===== config.mk =====
export PLATFORM = sky130hd
export DESIGN_NAME = dma_priority_arbiter
export DESIGN_NICKNAME = d
export VERILOG_FILES = /design/src/rtl/dma_pkg.sv /design/src/rtl/dma_priority_picker.sv /design/src/rtl/dma_priority_arbiter.sv
export SDC_FILE = /design/constraint.sdc
export NUM_CORES = 1
export LEC_CHECK = 0
export CORE_ASPECT_RATIO = 1.25
export CORE_MARGIN = 1
export CORE_UTILIZATION = 50
export CTS_BUF_LIST = sky130_fd_sc_hd__clkbuf_4
export DETAILED_ROUTE_END_ITERATION = 8
export PLACE_DENSITY = 0.85
export SYNTH_ARGS = -nofsm -noshare
export SYNTH_HDL_FRONTEND = slang
export SYNTH_HIERARCHICAL = 1
export SYNTH_SLANG_ARGS = --single-unit

===== constraint.sdc =====
create_clock -name CLK -period 3.02 [get_ports CLK]
set_input_delay 0.604 -clock CLK [delete_from_list [all_inputs] [get_ports CLK]]
set_output_delay 0.604 -clock CLK [all_outputs]
set_load 0.01 [all_outputs]

===== src/rtl/dma_pkg.sv =====
// dma_pkg: shared types and constants for the DMA request/priority front end.
//   arb_state_e    - arbiter FSM states
//   DMA_NUM_CH     - default channel count
//   DACK_INACTIVE  - idle level of a DACK line for a given polarity setting
package dma_pkg;

  localparam int DMA_NUM_CH = 4;

  typedef enum logic [1:0] {
    IDLE    = 2'd0,
    REQUEST = 2'd1,
    GRANTED = 2'd2,
    RELEASE = 2'd3
  } arb_state_e;

  // Idle level of one DACK line: low when DACK is active-high, high otherwise.
  function automatic logic DACK_INACTIVE(input logic dack_active_high);
    return ~dack_active_high;
  endfunction

endpackage


===== src/rtl/dma_priority_picker.sv =====
// dma_priority_picker: combinational winner selection.
//   eff    in  NUM_CH  qualified requests
//   ptr    in  W       highest-priority channel this cycle
//   winner out W       first set bit of eff scanning upward from ptr (wraps)
//   any    out 1       at least one qualified request
module dma_priority_picker #(
  parameter  int NUM_CH = 4,
  localparam int W      = (NUM_CH > 1) ? $clog2(NUM_CH) : 1
) (
  input  logic [NUM_CH-1:0] eff,
  input  logic [W-1:0]      ptr,
  output logic [W-1:0]      winner,
  output logic              any
);

  logic [W-1:0] idx;

  // Scan from the lowest-priority offset down to ptr itself so the
  // last hit (closest to ptr) is the one that sticks.
  always_comb begin
    int s;
    winner = '0;
    idx    = '0;
    for (int i = NUM_CH - 1; i >= 0; i--) begin
      s = int'(ptr) + i;
      if (s >= NUM_CH) s = s - NUM_CH;
      idx = W'(s);
      if (eff[idx]) winner = idx;
    end
  end

  assign any = |eff;

endmodule


===== src/rtl/dma_priority_arbiter.sv =====
// dma_priority_arbiter: 8237A-style request qualification, priority pick and
// HRQ/HLDA handshake feeding the DMA timing FSM.
//   CLK, RESET          clock, synchronous active-high reset
//   dreq, hlda          raw channel requests, CPU hold acknowledge
//   maskReg, reqReg     channel mask, software requests (never masked)
//   cmdDisable          controller disable
//   cmdRotate           rotating priority select
//   dreqActiveLow       DREQ polarity
//   dackActiveHigh      DACK polarity
//   serviceDone         transfer-complete pulse from the timing FSM
//   hrq, dack           hold request, per-channel acknowledge
//   validDREQ           qualified request pending (registered)
//   validDACK           bus owned and grant active
//   activeCh            granted or pending channel
// Build option: DMA_ROTATE_PRIORITY_EN enables the rotating priority pointer;
// without it the pointer is tied to 0 and cmdRotate is ignored.
module dma_priority_arbiter
  import dma_pkg::*;
#(
  parameter  int NUM_CH = DMA_NUM_CH,
  localparam int W      = (NUM_CH > 1) ? $clog2(NUM_CH) : 1
) (
  input  logic              CLK,
  input  logic              RESET,
  input  logic [NUM_CH-1:0] dreq,
  input  logic              hlda,
  input  logic [NUM_CH-1:0] maskReg,
  input  logic [NUM_CH-1:0] reqReg,
  input  logic              cmdDisable,
  input  logic              cmdRotate,
  input  logic              dreqActiveLow,
  input  logic              dackActiveHigh,
  input  logic              serviceDone,
  output logic              hrq,
  output logic [NUM_CH-1:0] dack,
  output logic              validDREQ,
  output logic              validDACK,
  output logic [W-1:0]      activeCh
);

  arb_state_e        state_q, state_d;
  logic [NUM_CH-1:0] dreq_q, dreq_d;
  logic [NUM_CH-1:0] grant_q, grant_d;
  logic [W-1:0]      active_ch_q, active_ch_d;
  logic              hrq_q, hrq_d;
  logic              valid_dreq_q, valid_dreq_d;
  logic              valid_dack_q, valid_dack_d;
  logic [W-1:0]      ptr;
  logic              ptr_upd;

  logic [NUM_CH-1:0] dreq_n, eff;
  logic [W-1:0]      winner;
  logic              any;

  always_comb begin
    dreq_d       = dreq;
    dreq_n       = dreqActiveLow ? ~dreq_q : dreq_q;
    eff          = cmdDisable ? '0 : ((dreq_n & ~maskReg) | reqReg);
    valid_dreq_d = |eff;
  end

  dma_priority_picker #(.NUM_CH(NUM_CH)) u_picker (
    .eff    (eff),
    .ptr    (ptr),
    .winner (winner),
    .any    (any)
  );

  always_comb begin
    state_d      = state_q;
    hrq_d        = hrq_q;
    grant_d      = grant_q;
    valid_dack_d = valid_dack_q;
    active_ch_d  = active_ch_q;
    ptr_upd      = 1'b0;
    unique case (state_q)
      IDLE: begin
        if (any) begin
          hrq_d       = 1'b1;
          active_ch_d = winner;
          state_d     = REQUEST;
        end
      end
      REQUEST: begin
        // Grant goes to the channel already latched; it stops tracking
        // the picker once the bus is ours.
        if (hlda) begin
          grant_d              = '0;
          grant_d[active_ch_q] = 1'b1;
          valid_dack_d         = 1'b1;
          state_d              = GRANTED;
        end else if (!any) begin
          hrq_d   = 1'b0;
          state_d = IDLE;
        end else begin
          active_ch_d = winner;
        end
      end
      GRANTED: begin
        // Bus loss ends service without rotating; done wins if both occur.
        if (serviceDone || !hlda) begin
          hrq_d        = 1'b0;
          grant_d      = '0;
          valid_dack_d = 1'b0;
          ptr_upd      = serviceDone;
          state_d      = RELEASE;
        end
      end
      RELEASE: begin
        if (!hlda) state_d = IDLE;
      end
      default: state_d = IDLE;
    endcase
  end

`ifdef DMA_ROTATE_PRIORITY_EN
  logic [W-1:0] ptr_q, ptr_d;

  // Serviced channel drops to lowest priority.
  always_comb begin
    ptr_d = ptr_q;
    if (ptr_upd && cmdRotate)
      ptr_d = (active_ch_q == W'(NUM_CH - 1)) ? '0 : active_ch_q + 1'b1;
  end

  always_ff @(posedge CLK) begin
    if (RESET) ptr_q <= '0;
    else       ptr_q <= ptr_d;
  end

  assign ptr = ptr_q;
`else
  logic rot_unused;
  assign rot_unused = cmdRotate ^ ptr_upd;
  assign ptr        = '0;
`endif

  always_ff @(posedge CLK) begin
    if (RESET) begin
      state_q      <= IDLE;
      dreq_q       <= '0;
      grant_q      <= '0;
      active_ch_q  <= '0;
      hrq_q        <= 1'b0;
      valid_dreq_q <= 1'b0;
      valid_dack_q <= 1'b0;
    end else begin
      state_q      <= state_d;
      dreq_q       <= dreq_d;
      grant_q      <= grant_d;
      active_ch_q  <= active_ch_d;
      hrq_q        <= hrq_d;
      valid_dreq_q <= valid_dreq_d;
      valid_dack_q <= valid_dack_d;
    end
  end

  // Polarity is applied combinationally so a command-register write
  // flips the pins in the same cycle.
  assign dack      = {NUM_CH{DACK_INACTIVE(dackActiveHigh)}} ^ grant_q;
  assign hrq       = hrq_q;
  assign validDREQ = valid_dreq_q;
  assign validDACK = valid_dack_q;
  assign activeCh  = active_ch_q;

endmodule


# Word-level counts from Yosys, hierarchy flattened
# Cells that the tools add are included.
# word_totals
ff_bits,15
inputBits,20
out_inout_bits,9
elab_cells,64
# op_classes
n_lt_le_gt_ge,2
n_eq_ne,10
n_mux,27
n_bitwise,6
n_reduce_logical,12
# ops
cell,n
2-to-1 mux 2 bit,11
2-to-1 mux 4 bit,4
"!= test 2 bit, second input constant",6
NOT 4 bit,2
case mux 2 bit (4 select lines),1
case mux 4 bit (2 select lines),1
2-to-1 mux 1 bit,6
AND reduction 5 bit,1
AND 4 bit,1
"== test 2 bit, second input constant",2
OR 4 bit,1
case mux 2 bit (2 select lines),1
AND reduction 4 bit,1
nonzero test 2 bit,2
OR reduction 4 bit,1
XOR 4 bit,1
"less-than comparator 2 x 3 -> 1 bit, second input constant",1
"!= test 3 bit, second input constant",1
case mux 1 bit (3 select lines),1
AND reduction 3 bit,1
nonzero test 3 bit,1
demux 1 bit (select 2 bit),1
"== test 2 x 1 -> 1 bit, second input constant",1
"greater-or-equal comparator 2 x 1 -> 1 bit, second input constant",1
other kinds (7),7

# Logic depth before layout (Yosys ltp)
# logic_depth
depth_word,12
depth_mapped,11

# Modules after synthesis
# The synthesis kept the hierarchy.
# by_module_without_submodules
module,n_inst,cells_each,area_per_inst_um2
dma_priority_arbiter,1,91,800.8
dma_priority_picker,1,13,77.6

# Worst setup path after synthesis
# OpenSTA, ideal clock, no wires.
# synth_timing
path_kind,in2reg
startpoint,input port dreqActiveLow
endpoint,register (tool-made name)
setup_ns,0.071
arrival_time_ns,2.151
slack_ns,0.799
path_stages,11
path_cell_list,clkbuf_1 -> xnor2_1 -> nor2_1 -> o21bai_1 -> inv_1 -> nor2_1 -> nand2_1 -> nand3b_1 -> o2111ai_1 -> or3_1 -> a21oi_1
# synth_lines
element,line_no,source
from (decl),dma_priority_arbiter.sv:31,"input logic dreqActiveLow,"

==> results.json <==
{
  "outcome": "finished clean",
  "p_leak_nw": 0.5025,
  "setup_viol": 0,
  "setup_tns_ns": 0,
  "power_uw": 562.8,
  "yosysSeqAreaShare_pct": 34.19,
  "drt-met1-wl_microns": 750,
  "dr.pass1.iters": 4,
  "synth.area.top_cells": "dfxtp_1, xnor2_1, ha_1, nor2_1, a21oi_1",
  "hold_viol_final": 0,
  "fmax_mhz": 395.4,
  "synth-seq-cells": 15,
  "drive_gt1_share_pct": 5.714,
  "relSlewSlack_pct": 63.98,
  "crit_required_ns": 3.25,
  "synth_edf_count": 0,
  "cts.sinks": 15,
  "h-tree-depth": 1,
  "grt-ovfl-total": 0,
  "design_area_sq_um": 1217,
  "num_antenna_cells": 0,
  "ys_warn_count": 6,
  "fin_nets": 166,
  "clock_latency_ns": 0.29,
  "avgRoutedWirePerCell_microns": 11.26,
  "finalWirelength_microns": 1779,
  "peakVddDrop_uv": 391.1,
  "vias": 787,
  "worstMarginPinSlew_ns": 0.5386,
  "cp-end-kind": "flip-flop",
  "pin_count": 29,
  "grt_use_total_pct": 22.44,
  "initial_core_util_pct": 54.84,
  "numCtsBuffers": 3,
  "skew_ns": 0.006905,
  "first_iter_violations": 9,
  "clockBufferDepth": 2,
  "min_period_ns": 2.529,
  "drc": 0,
  "postRouteAntennaNets": 0,
  "top_layer": "met4",
  "cts_tree": "yes",
  "rows": 16,
  "route.met2.wl_microns": 973,
  "worstSetupPathType": "primary input to flip-flop",
  "fp.dieH_microns": 48.86,
  "power_density_nw_per_um2": 462.3,
  "vias_per_cell": 4.981,
  "dp_hpwl_microns": 1447,
  "io_buffers": 27,
  "arrival_ns": 2.76,
  "critPathLaunch": "dreqActiveLow",
  "placed_cell_area_sq_um": 1190,
  "path_clk_slew_ns": 0.09,
  "ctsHoldBuffers": 0,
  "fp.dieW_microns": 39.49,
  "fillers": 136,
  "r2r_start": "dreq_q[0]",
  "rsz0062_at_grt": "no",
  "postCtsSetupRepairBufs": 0,
  "drv_slew": 0,
  "hold_class": "flip-flop to flip-flop",
  "synth_top_area_share_pct": 34.19,
  "post-route-period-util_pct": 83.74,
  "root_buffer": "clkbuf_4",
  "grt_pass1_vias": 753,
  "area_growth_pct": 38.60,
  "syn_inst": 104,
  "synthArstFlopShare_pct": 0,
  "rrSetupSlack_ns": 1.06,
  "synth_top_area_cell": "dfxtp_1",
  "path_max_fanout": 5,
  "netlist_area_sq_um": 878.3,
  "place.gp.congestion": 0.7220,
  "whs_path_depth": 2,
  "antenna_found_initial": 0,
  "maxCapViolations": 0,
  "reg2reg_depth": 10,
  "ys_top_cells_by_count": "dfxtp_1, nor2_1, inv_1, nand2_1",
  "cts_resized": 0,
  "ys.flop_type": "dfxtp_1",
  "grt_max_degree": 16,
  "synth_most_common_cell": "dfxtp_1",
  "dieArea_sq_um": 1929,
  "postSynthAreaPerCell_sq_um": 8.446,
  "grt_pass1_wl_microns": 3084,
  "critPathLaunchType": "primary input",
  "ys_types": 28,
  "core-area_sq_um": 1602,
  "wl_met3_microns": 26
}
power breakdown:
part / leakage (nW) / switching, mW / internal, mW
Clock: 0.0177 / 0.0692 / 0.0494
Combinational: 0.361 / 0.0945 / 0.112
Sequential: 0.124 / 0.0169 / 0.221
Total: 0.503 / 0.181 / 0.382
layer usage:
layer / vias to the layer above / GRT usage, %
met1: 359 / 24.06
met2: 9 / 39.34
li1: 415 / -
met4: 0 / 12.07
met5: - / 0
met3: 4 / 2.740
worst min-delay path by stage:
stage	startpoint	end
CTS	validDACK	validDACK
global placement	validDACK	validDACK
floorplan	grant_q[0]	grant_q[0]
detailed placement	validDACK	validDACK
finish	validDACK	validDACK
global route	validDACK	validDACK
per-stage QoR:
step                      util (%)  setup slack, ns  hold slack, ns  std cells
final                        76.02           0.4912          0.4603        158
after global routing         76.02           0.2425          0.4929        158
after CTS                    76.02           0.5036          0.4673        158
after detailed placement     74.30           0.1893          0.4545        154
after global placement       74.30           0.2420          0.4431        154
after floorplan                  -           0.7986          0.4443        112
worst max-delay path, stage by stage:
cell and delay, ns:
clkdlybuf4s50_1 0.58, xnor2_1 0.15, nor2_1 0.05, o21bai_1 0.16
inv_1 0.11, nor2_1 0.15, nand2_1 0.14, nand3b_1 0.12
o2111ai_1 0.18, or3_1 0.39, a21oi_1 0.12
cell usage in the layout, fill, tap and decap left out, drive strengths merged, types with 2 or more instances in the layout:
| cell type | n |
|---|---|
| clkbuf | 3 |
| xnor2 | 8 |
| mux2i | 4 |
| conb | 9 |
| ha | 5 |
| nand3b | 2 |
| a21oi | 8 |
| nand2 | 9 |
| nor2 | 11 |
| o2111ai | 2 |
| nor2b | 4 |
| inv | 9 |
| o21bai | 4 |
| a211oi | 3 |
| or4b | 2 |
| o21ai | 3 |
| dfxtp | 15 |
| clkdlybuf4s50 | 27 |
| nand2b | 3 |
sequential cells by signal (all words and copies together) (netlist names), named ones only:
| name | flops |
|---|---|
| activeCh | 2 |
| dreq_q | 4 |
| validDREQ | 1 |
| grant_q | 4 |
| state_q | 1 |
| validDACK | 1 |
| hrq | 1 |
cell families after synthesis:
| logic type | synth area share [%] |
|---|---|
| AND/OR/NAND/NOR | 24.79 |
| AO/OA/AOI/OAI | 15.81 |
| flip-flops | 34.19 |
| buffers and inverters | 5.128 |
| XOR/XNOR | 7.978 |
| adder cells (fa/ha/maj) | 7.123 |
| multiplexers | 4.559 |
| other | 0.4269 |
area by class of cell:
| cell class | instances | area [sq um] | area share (%) |
|---|---|---|---|
| multi-input combinational | 85 | 563.0 | 46.25 |
| sequential | 15 | 300.3 | 24.67 |
| timing repair buffer | 27 | 270.3 | 22.20 |
| inverter | 9 | 33.78 | 2.775 |
| clock buffer | 3 | 22.52 | 1.850 |
| tap | 18 | 22.52 | 1.850 |
| clock inverter | 1 | 5.005 | 0.4111 |
(Power assumes the default switching activity.)
